[src/rtl/cw305_host_ctrl_pkg.sv]
// Shared constants for the CW305 host register front end: register map,
// FSM state encoding and STATUS bit positions.
package cw305_host_pkg;

  // Byte addresses on the USB register bus
  localparam logic [5:0] PT_BASE      = 6'h00;
  localparam logic [5:0] CT_BASE      = 6'h10;
  localparam logic [5:0] CTRL         = 6'h20;
  localparam logic [5:0] STATUS       = 6'h21;
  localparam logic [5:0] TIMEOUT_BASE = 6'h22;
  localparam logic [5:0] CYC_BASE     = 6'h26;

  // Run sequencing states
  typedef enum logic [1:0] {
    IDLE      = 2'd0,
    START     = 2'd1,
    WAIT_BUSY = 2'd2,
    RUN       = 2'd3
  } state_e;

  // STATUS register bit positions
  localparam int STAT_ACTIVE  = 0;
  localparam int STAT_DONE    = 1;
  localparam int STAT_TIMEOUT = 2;
  localparam int STAT_BUSY    = 3;

endpackage

[src/rtl/cw305_host_ctrl_if.sv]
// Bundle of the USB register bus and the mailbox handshake. The master side
// is the USB host plus mailbox; the slave side is the host controller.
interface cw305_host_ctrl_if;
  logic [5:0]   reg_addr;
  logic [7:0]   reg_wdata;
  logic         reg_write;
  logic         reg_read;
  logic [7:0]   reg_rdata;
  logic         start;
  logic [127:0] pt;
  logic         busy;
  logic [127:0] ct;
  logic         trigger;

  modport master (
    output reg_addr, reg_wdata, reg_write, reg_read, busy, ct,
    input  reg_rdata, start, pt, trigger
  );

  modport slave (
    input  reg_addr, reg_wdata, reg_write, reg_read, busy, ct,
    output reg_rdata, start, pt, trigger
  );
endinterface

[src/rtl/cw305_host_ctrl_cycle_timer.sv]
// 32-bit saturating run-length counter. cycles_o is the number of active
// cycles including the current one, so a limit of N expires on the N-th
// active cycle.
module cw305_cycle_timer (
  input  logic        clk,
  input  logic        resetn,
  input  logic        clear_i,
  input  logic        enable_i,
  input  logic [31:0] limit_i,
  output logic [31:0] cycles_o,
  output logic        expired_o
);
  logic [31:0] count_q;
  logic [31:0] count_d;

  assign count_d   = (count_q == 32'hFFFF_FFFF) ? count_q : count_q + 32'd1;
  assign cycles_o  = count_d;
  assign expired_o = enable_i && (limit_i != 32'd0) && (count_d == limit_i);

  // Counter register: clear wins over increment
  // NOTE: clocked state uses non-blocking (<=) so every flop samples pre-edge values.
  always_ff @(posedge clk or negedge resetn) begin
    if (!resetn) begin
      count_q <= 32'd0;
    end else if (clear_i) begin
      count_q <= 32'd0;
    end else if (enable_i) begin
      count_q <= count_d;
    end
  end
endmodule

[src/rtl/cw305_host_ctrl.sv]
// CW305 host front end: byte-wide register file, one-shot start to the AXI
// mailbox, busy tracking, ciphertext capture, cycle count and timeout.
module cw305_host_ctrl
  import cw305_host_pkg::*;
#(
  parameter logic [31:0] DEFAULT_TIMEOUT = 32'd1_000_000
) (
  input logic              clk,
  input logic              resetn,
  cw305_host_ctrl_if.slave bus
);
  state_e       state_q, state_d;
  logic [127:0] pt_q, ct_q;
  logic [31:0]  timeout_q, last_q;
  logic         done_q, tout_q;
  logic [7:0]   rdata_q, rdata_d;

  logic         idle, go;
  logic         tmr_clear, tmr_en, tmr_expired;
  logic         capture, expire;
  logic [31:0]  cycles;
  logic         is_tout_addr, is_cyc_addr;
  logic [1:0]   tout_idx, cyc_idx;
  logic [7:0]   status;

  assign idle         = (state_q == IDLE);
  assign go           = bus.reg_write && (bus.reg_addr == CTRL) && bus.reg_wdata[0];
  assign is_tout_addr = (bus.reg_addr >= TIMEOUT_BASE) && (bus.reg_addr < CYC_BASE);
  assign is_cyc_addr  = (bus.reg_addr >= CYC_BASE) && (bus.reg_addr < CYC_BASE + 6'd4);
  assign tout_idx     = 2'(bus.reg_addr - TIMEOUT_BASE);
  assign cyc_idx      = 2'(bus.reg_addr - CYC_BASE);

  assign bus.start     = (state_q == START);
  assign bus.trigger   = !idle;
  assign bus.pt        = pt_q;
  assign bus.reg_rdata = rdata_q;

  cw305_cycle_timer u_timer (
    .clk       (clk),
    .resetn    (resetn),
    .clear_i   (tmr_clear),
    .enable_i  (tmr_en),
    .limit_i   (timeout_q),
    .cycles_o  (cycles),
    .expired_o (tmr_expired)
  );

  // FSM state register
  always_ff @(posedge clk or negedge resetn) begin
    if (!resetn) state_q <= IDLE;
    else         state_q <= state_d;
  end

  // FSM next state and run events; completion is tested before timeout
  // NOTE: every output gets a default first so no path can infer a latch.
  always_comb begin
    state_d   = state_q;
    tmr_clear = 1'b0;
    tmr_en    = 1'b0;
    capture   = 1'b0;
    expire    = 1'b0;
    unique case (state_q)
      IDLE: begin
        if (go && !bus.busy) begin
          tmr_clear = 1'b1;
          state_d   = START;
        end
      end
      START: begin
        tmr_en  = 1'b1;
        state_d = WAIT_BUSY;
      end
      WAIT_BUSY: begin
        tmr_en = 1'b1;
        if (tmr_expired) begin
          expire  = 1'b1;
          state_d = IDLE;
        end else if (bus.busy) begin
          state_d = RUN;
        end
      end
      RUN: begin
        tmr_en = 1'b1;
        if (!bus.busy) begin
          capture = 1'b1;
          state_d = IDLE;
        end else if (tmr_expired) begin
          expire  = 1'b1;
          state_d = IDLE;
        end
      end
      default: state_d = IDLE;
    endcase
  end

  // Run results: done/timeout flags, ciphertext and last cycle count
  // NOTE: the register file is a handful of flops, so it is reset like any other state.
  always_ff @(posedge clk or negedge resetn) begin
    if (!resetn) begin
      done_q <= 1'b0;
      tout_q <= 1'b0;
      ct_q   <= '0;
      last_q <= '0;
    end else begin
      if (tmr_clear) begin
        done_q <= 1'b0;
        tout_q <= 1'b0;
      end
      if (capture) begin
        done_q <= 1'b1;
        ct_q   <= bus.ct;
        last_q <= cycles;
      end
      if (expire) begin
        tout_q <= 1'b1;
        last_q <= cycles;
      end
    end
  end

  // Host-writable registers; frozen while a run is in flight
  always_ff @(posedge clk or negedge resetn) begin
    if (!resetn) begin
      pt_q      <= '0;
      timeout_q <= DEFAULT_TIMEOUT;
    end else if (bus.reg_write && idle) begin
      if (bus.reg_addr[5:4] == PT_BASE[5:4]) begin
        pt_q[{bus.reg_addr[3:0], 3'b000} +: 8] <= bus.reg_wdata;
      end
      if (is_tout_addr) begin
        timeout_q[{tout_idx, 3'b000} +: 8] <= bus.reg_wdata;
      end
    end
  end

  // Read mux; unmapped addresses return zero
  always_comb begin
    status               = 8'h00;
    status[STAT_ACTIVE]  = !idle;
    status[STAT_DONE]    = done_q;
    status[STAT_TIMEOUT] = tout_q;
    status[STAT_BUSY]    = bus.busy;
    rdata_d              = 8'h00;
    if (bus.reg_addr[5:4] == PT_BASE[5:4]) begin
      rdata_d = pt_q[{bus.reg_addr[3:0], 3'b000} +: 8];
    end else if (bus.reg_addr[5:4] == CT_BASE[5:4]) begin
      rdata_d = ct_q[{bus.reg_addr[3:0], 3'b000} +: 8];
    end else if (bus.reg_addr == STATUS) begin
      rdata_d = status;
    end else if (is_tout_addr) begin
      rdata_d = timeout_q[{tout_idx, 3'b000} +: 8];
    end else if (is_cyc_addr) begin
      rdata_d = last_q[{cyc_idx, 3'b000} +: 8];
    end
  end

  // Read data register, updated only on a read strobe
  always_ff @(posedge clk or negedge resetn) begin
    if (!resetn)           rdata_q <= 8'h00;
    else if (bus.reg_read) rdata_q <= rdata_d;
  end
endmodule

[src/flat_wrapper.sv]
// flat-port wrapper written by rule: the top's interface ports become plain ports
module cw305_host_ctrl_flat import cw305_host_pkg::*;
#(
  parameter logic [31:0] DEFAULT_TIMEOUT = 32'd1_000_000
)
  (clk, resetn, bus_reg_addr, bus_reg_wdata, bus_reg_write, bus_reg_read, bus_busy, bus_ct, bus_reg_rdata, bus_start, bus_pt, bus_trigger);
  cw305_host_ctrl_if bus_i ();
  input logic clk;
  input logic resetn;
  input wire logic [$bits(bus_i.reg_addr)-1:0] bus_reg_addr;
  input wire logic [$bits(bus_i.reg_wdata)-1:0] bus_reg_wdata;
  input wire logic [$bits(bus_i.reg_write)-1:0] bus_reg_write;
  input wire logic [$bits(bus_i.reg_read)-1:0] bus_reg_read;
  input wire logic [$bits(bus_i.busy)-1:0] bus_busy;
  input wire logic [$bits(bus_i.ct)-1:0] bus_ct;
  output wire logic [$bits(bus_i.reg_rdata)-1:0] bus_reg_rdata;
  output wire logic [$bits(bus_i.start)-1:0] bus_start;
  output wire logic [$bits(bus_i.pt)-1:0] bus_pt;
  output wire logic [$bits(bus_i.trigger)-1:0] bus_trigger;
  assign bus_i.reg_addr = bus_reg_addr;
  assign bus_i.reg_wdata = bus_reg_wdata;
  assign bus_i.reg_write = bus_reg_write;
  assign bus_i.reg_read = bus_reg_read;
  assign bus_i.busy = bus_busy;
  assign bus_i.ct = bus_ct;
  assign bus_reg_rdata = bus_i.reg_rdata;
  assign bus_start = bus_i.start;
  assign bus_pt = bus_i.pt;
  assign bus_trigger = bus_i.trigger;
  cw305_host_ctrl #(.DEFAULT_TIMEOUT(DEFAULT_TIMEOUT)) u_core (.clk(clk), .resetn(resetn), .bus(bus_i));
endmodule
[config.mk]
export PLATFORM = sky130hd
export DESIGN_NAME = cw305_host_ctrl_flat
export DESIGN_NICKNAME = d
export VERILOG_FILES = /design/src/rtl/cw305_host_ctrl_pkg.sv /design/src/rtl/cw305_host_ctrl_if.sv /design/src/rtl/cw305_host_ctrl_cycle_timer.sv /design/src/rtl/cw305_host_ctrl.sv /design/src/flat_wrapper.sv
export SDC_FILE = /design/constraint.sdc
export NUM_CORES = 1
export LEC_CHECK = 0
export ABC_AREA = 1
export CORE_UTILIZATION = 59
export CTS_BUF_LIST = sky130_fd_sc_hd__clkbuf_16
export DETAILED_ROUTE_END_ITERATION = 10
export PLACE_DENSITY = 0.91
export SYNTH_ARGS = -nofsm -noshare
export SYNTH_HDL_FRONTEND = slang
export SYNTH_SLANG_ARGS = --single-unit
[constraint.sdc]
create_clock -name clk -period 6.9 [get_ports clk]
set_input_delay 0.69 -clock clk [delete_from_list [all_inputs] [get_ports clk]]
set_output_delay 0.69 -clock clk [all_outputs]
set_load 0.1 [all_outputs]
## After elaboration in Yosys (flattened, before gate mapping)

Index checks and enable logic that the tools add are counted.
W data, S select, Z words.

| storage, ports and cells | value |
|---|---|
| bits in registers | 364 |
| input port bits | 147 |
| output and inout bits | 138 |

| cells by class | value |
|---|---|
| add/subtract/negate cells | 5 |
| order comparisons | 4 |
| equality and inequality tests | 11 |
| shift operators | 8 |
| muxes and demuxes | 29 |
| reduce and logical (&&, ||, !) cells | 21 |

Operators with widths:

| cell | number |
|---|---|
| $shiftx A128 B8 Y8 | 2 |
| $mux W32 | 5 |
| $bwmux W128 | 1 |
| $shift A8 B9 Y128 const A | 1 |
| $shiftx A8 B9 Y128 | 1 |
| $shiftx A32 B6 Y8 | 2 |
| $mux W8 | 5 |
| $add A32 B1 Y32 const B | 1 |
| $bwmux W32 | 1 |
| $eq A32 B32 Y1 | 1 |
| $eq A32 B32 Y1 const B | 1 |
| $reduce_bool A32 Y1 | 1 |
| $shift A8 B7 Y32 const A | 1 |
| $shiftx A8 B7 Y32 | 1 |
| $eq A6 B6 Y1 const B | 2 |
| $ge A6 B6 Y1 const B | 2 |
| $lt A6 B6 Y1 const B | 2 |
| $mux W1 | 10 |
| $mux W2 | 5 |
| $neg A7 Y9 | 1 |
| $logic_and A1 B1 Y1 | 8 |
| $pmux W2 S4 | 1 |
| $reduce_bool A2 Y1 | 4 |
| $neg A5 Y7 | 1 |
| 11 further kinds | 18 |

## Longest topological paths before layout

| depth | value |
|---|---|
| word-level depth | 9 |
| gate-level depth with buffers | 23 |
| mapped depth without buffers | 20 |

## Modules after synthesis

From an unflattened synthesis, not the netlist that was laid out.

| second synthesis, totals | value |
|---|---|
| cell total of the unflattened synthesis | 2576 |
| area total of the unflattened synthesis | 19409.9 um^2 |

By module, submodules not included:

| module | instances | cells an instance | area an instance (um^2) | sequential area each (um^2) |
|---|---|---|---|---|
| cw305_host_ctrl | 1 | 2026 | 16261.8 | 8316.7 |
| cw305_cycle_timer | 1 | 550 | 3148.0 | 800.8 |

## Worst setup path before layout

No wires, ideal clock.

| timing | value |
|---|---|
| kind | input to register |
| from | in bus_reg_addr[0] |
| to | reg u_core.pt_q[102] (netlist: u_core.bus.pt[102]) |
| setup time | 0.131 ns |
| data arrival time | 3.229 ns |
| required time | 6.769 ns |
| slack | 3.540 ns |
| stages | 15 |
| path buffers | 5 |
| path through | clkbuf_1 inv_1 clkbuf_1 clkbuf_1 buf_1 ha_1 nor2_1 inv_1 nor2_1 nand2_1 inv_1 nand3_1 clkbuf_1 nand2_1 o21ai_0 |

| on the way | value |
|---|---|
| word-level cells in the longest chain between the ends | 3 |
| elaborated cells between the ends (all ways) | 4 |
| classes of those cells | add/sub: 1; shift: 2; mux: 1 |

Ends and longest elaborated chain:

| what | line | RTL |
|---|---|---|
| start, declared | flat_wrapper.sv:10 | `input wire logic [$bits(bus_i.reg_addr)-1:0] bus_reg_addr;` |
| $neg A7 Y9 * | cw305_host_ctrl.sv:128 | `pt_q[{bus.reg_addr[3:0], 3'b000} +: 8] <= bus.reg_wdata;` |
| $shiftx A8 B9 Y128 / $shift A8 B9 Y128 (equally long branches) | cw305_host_ctrl.sv:128 |  |
| $bwmux W128 * | cw305_host_ctrl.sv:128 |  |
| end signal, assigned by index | cw305_host_ctrl.sv:128 |  |
| end, declared | cw305_host_ctrl.sv:13 | `logic [127:0] pt_q, ct_q;` |

Every way passes the cells marked *; elsewhere a longest branch is shown, timed or not.
A chain may end at the register's enable or synchronous reset.

## Worst setup path in the final report

| timing | value |
|---|---|
| from | reg u_core.u_timer.count_q[0] |
| to | reg u_core.last_q[31] |

| on the way | value |
|---|---|
| word-level cells in the longest chain between the ends | 8 |
| elaborated cells between the ends (all ways) | 11 |
| classes of those cells | add/sub: 1; eq/ne: 2; mux: 6; reduce/logical: 2 |

Ends and longest elaborated chain:

| what | line | RTL |
|---|---|---|
| start, declared | cw305_host_ctrl_cycle_timer.sv:13 | `logic [31:0] count_q;` |
| start signal, assigned | cw305_host_ctrl_cycle_timer.sv:28 | `count_q <= count_d;` |
| $add A32 B1 Y32 / $eq A32 B32 Y1 (equally long branches) | cw305_host_ctrl_cycle_timer.sv:16 | `assign count_d = (count_q == 32'hFFFF_FFFF) ? count_q : count_q + 32'd1;` |
| $mux W32 * | cw305_host_ctrl_cycle_timer.sv:16 |  |
| $eq A32 B32 Y1 | cw305_host_ctrl_cycle_timer.sv:18 | `assign expired_o = enable_i && (limit_i != 32'd0) && (count_d == limit_i);` |
| $logic_and A1 B1 Y1 | cw305_host_ctrl_cycle_timer.sv:18 |  |
| $mux W1 | cw305_host_ctrl.sv:75, cw305_host_ctrl.sv:87 |  |
| $mux W1 | cw305_host_ctrl.sv:84 | `if (!bus.busy) begin` |
| $pmux W1 S2 | cw305_host_ctrl.sv:62 | `unique case (state_q)` |
| $mux W32 / $reduce_bool A2 Y1 (equally long branches) | n/a |  |
| end signal, assigned | cw305_host_ctrl.sv:112 | `last_q <= cycles;` |
| end signal, assigned | cw305_host_ctrl.sv:116 | `last_q <= cycles;` |
| end, declared | cw305_host_ctrl.sv:14 | `logic [31:0] timeout_q, last_q;` |

Every way passes the cells marked *; elsewhere a longest branch is shown, timed or not. The select of a mux whose other input is x is not followed.

==> metrics.txt <==
clk sinks 364; Worst setup SP type register; DRT Pass-1 Iters 6; crit path buf inv count 1; register area share after synthesis 48.3%; critical path arrival between 4000 and 5000 ps; worst hold path class in2async; Max-slew headroom 23.4%; layer with the highest usage met2; CTS max path bufs 3; Fillers 2,325; Die ar. 32,700 sq um; design area 23,100 sq um; Final Max Slew Viols 0; TNS Setup 0 ps; Worst Path Max Fanout 56; core box area 31,500 sq um; # setup viols final 0; vias in the first global route 18,400; placed cell area 21,800 sq um; Vias 19,200; outcome complete, no violations; Clk pin slew, worst setup/hold paths 60 ps; largest net degree at the start of global routing between 150 and 200; slowest CP cell dfrtp_1; most frequent cells in the layout 486 x nand2_1, 357 x dfrtp_1, 343 x o21ai_0; min cycle time layout 4250 ps; initial antenna violation count 0; Max-cap violations 0; synth unique cells 44; cell mode on critical path nand2_1; Port Buffers 284; asr flop ratio synth 100%; global route overflow 0; share of layout cells above drive strength 1 8.73%; drt wl/cell 24.5 um; Clock Latency Late Sink approximately 560 ps; Syn Area/Cell 7.97 sq um; setup bufs post-CTS 0; Required @ worst endpoint 7380 ps; cell leakage power 10.5 nW; f_max 235 MHz; Tcrit/Tclk final between 60% and 70%; Post-synth EDFFs 0; Layout Nets 2,736; num ports 285; Syn Inst Count 2,367; crit path cell chain ha_1 > nand2_2 > nor2_4 > nand2_4 > nor2_8 > nand2_4 > nand2_1 > nand2_1 > nand2_1 > nand2_1 > nor2_1 > nand2_1 > nor2_2 > nand3_2 > or2_1 > buf_4 > nand2_8 > nand2_1 > nand2_1; routing usage on met1 58.3%; CTS resizes 0; Setup crit end kind register; GRT Util Overall 44.6%; worst vdd rail ir drop 269 uV; Power Density 357 nW/um^2; worst-margin pin slew 1150 ps; htree depth 2; Final Hold Vio Count 0; routability-driven placement congestion ratio 1.04; Synth Cell Area 18,900 sq um; GR Util met3 9.01%; DRC viols 0; Die X 181 um; met2 GRT Util 66.1%; Rows 65; flop2flop setup slack 2650 ps; Die H 181 um; Sequential Area 9120 sq um; Synthesized Nets ~2,500; DRT iter0 DRCs 2,691; yosys warns 0; DPL Wire Length 53,600 um; Post-DRT Antenna Nets 0; Crit path largest cell delay roughly 500 ps; first-pass GRT wire length 109,000 um; Post-synth top flop dfrtp_1; Multi-input gate area 8490 sq um; Synth Register Bits 364; CTS Root Cell clkbuf_16; most common cell after layout, fill and taps aside nand2_1; final WL 73,800 um; CP Class reg2reg; Num CTS Buffers 40; vias per inst 6.36; hold_buf cts 0; area grow syn2layout 22.3%; Initial Utilization 59.9%; RSZ-0062 raised after global routing no; cell family with most CP delay simple AND/OR/NAND/NOR gates; Layout Skew 24.9 ps; CTS tree built
power breakdown:
group / switching [mW] / internal (mW)
Sequential: 0.464 / 2.79
Clock: 0.919 / 1.23
Combinational: 1.97 / 0.878
Total: 3.35 / 4.90
metal layers:
| layer | up-vias | part of all wire, % | wire length, um |
|---|---|---|---|
| li1 | 8310 | - | - |
| met2 | 1368 | 43 | 32000 |
| met4 | 0 | 8.3 | 6160 |
| met1 | 9177 | 37 | 27500 |
| met3 | 329 | 11 | 8100 |
| met5 | - | 0 | 0 |
stage by stage:
stage | worst slack [ps] | cells | hold slack [ps] | utilization (%) | total power [mW]
2_1_floorplan | 3540 | 2367 | 394 | - | 5.04
3_3_place_gp | 2680 | 2942 | 482 | 69.2 | 5.91
3_5_place_dp | 2530 | 2942 | 488 | 69.2 | 6.02
4_1_cts | 2760 | 3013 | 180 | 73.3 | 8.15
5_1_grt | 2490 | 3013 | 203 | 73.3 | 8.55
6_report | 2650 | 3014 | 139 | 73.3 | 8.25
logic make-up after synthesis:
family	count (synthesis)	synth area share (%)
AND/OR/NAND/NOR	1026	23.1
adder cells (fa/ha/maj)	7	0.464
buffers and inverters	313	6.76
AO/OA/AOI/OAI	569	16.2
flip-flops	364	48.3
multiplexers	81	4.83
XOR/XNOR	7	0.325
worst register-to-register path: stages (launching register included):
cell and delay (ps):
dfrtp_1 500, ha_1 370, nand2_2 120, nor2_4 220, nand2_4 130, nor2_8 200, nand2_4 410, nand2_1 400
nand2_1 120, nand2_1 90, nand2_1 120, nor2_1 120, nand2_1 70, nor2_2 110, nand3_2 170, or2_1 280
buf_4 260, nand2_8 300, nand2_1 120, nand2_1 80
synth_stat cells (all sizes together), types with 3 or more instances:
cell type / n / area share [%]
o211ai: 18 / 0.72
a31oi: 6 / 0.20
a22o: 3 / 0.14
o311ai: 7 / 0.33
mux2: 80 / 4.8
dfstp: 7 / 0.98
a41oi: 4 / 0.19
clkinv: 4 / 0.080
dfrtp: 357 / 47
ha: 7 / 0.46
nor3: 10 / 0.27
o21ai: 344 / 9.1
clkbuf: 105 / 2.1
nand2: 532 / 11
o22ai: 39 / 1.3
nor2: 300 / 6.2
nand3: 154 / 4.2
a32o: 4 / 0.21
o221ai: 4 / 0.19
a21oi: 134 / 3.6
xor2: 7 / 0.33
inv: 183 / 3.6
nand4: 26 / 0.86
buf: 21 / 0.95
sequential cells by signal (all words and copies together) (netlist names):
register and count:
u_core.bus.pt 128, u_core.ct_q 128, u_core.last_q 32, u_core.timeout_q 32, u_core.u_timer.count_q 32, u_core.bus.reg_rdata 8, u_core.state_q 2, u_core.done_q 1
u_core.tout_q 1
layout make-up:
type                       instances  share of cell area, %
timing repair buffer             299                   12.9
sequential                       364                   39.5
clock inverter                    30                   1.10
inverter                         187                   3.05
tap                              402                   2.18
clock buffer                      41                   4.45
antenna                            1                 0.0108
multi-input combinational       1690                   36.8
final timing paths:
kind,startpoint,endpoint,cells past startpoint
setup / recovery,u_core.u_timer.count_q[0]$_DFFE_PN0P_,u_core.last_q[31]$_DFFE_PN0P_,19
hold / removal,resetn,u_core.ct_q[117]$_DFFE_PN0P_,1
setup reg to reg,u_core.u_timer.count_q[0]$_DFFE_PN0P_,u_core.last_q[31]$_DFFE_PN0P_,19
hold reg to reg,u_core.ct_q[10]$_DFFE_PN0P_,u_core.ct_q[10]$_DFFE_PN0P_,1
max in group asynchronous,resetn,u_core.ct_q[13]$_DFFE_PN0P_,2
min in group clk,u_core.ct_q[10]$_DFFE_PN0P_,u_core.ct_q[10]$_DFFE_PN0P_,1
(Power assumes the default switching activity.)
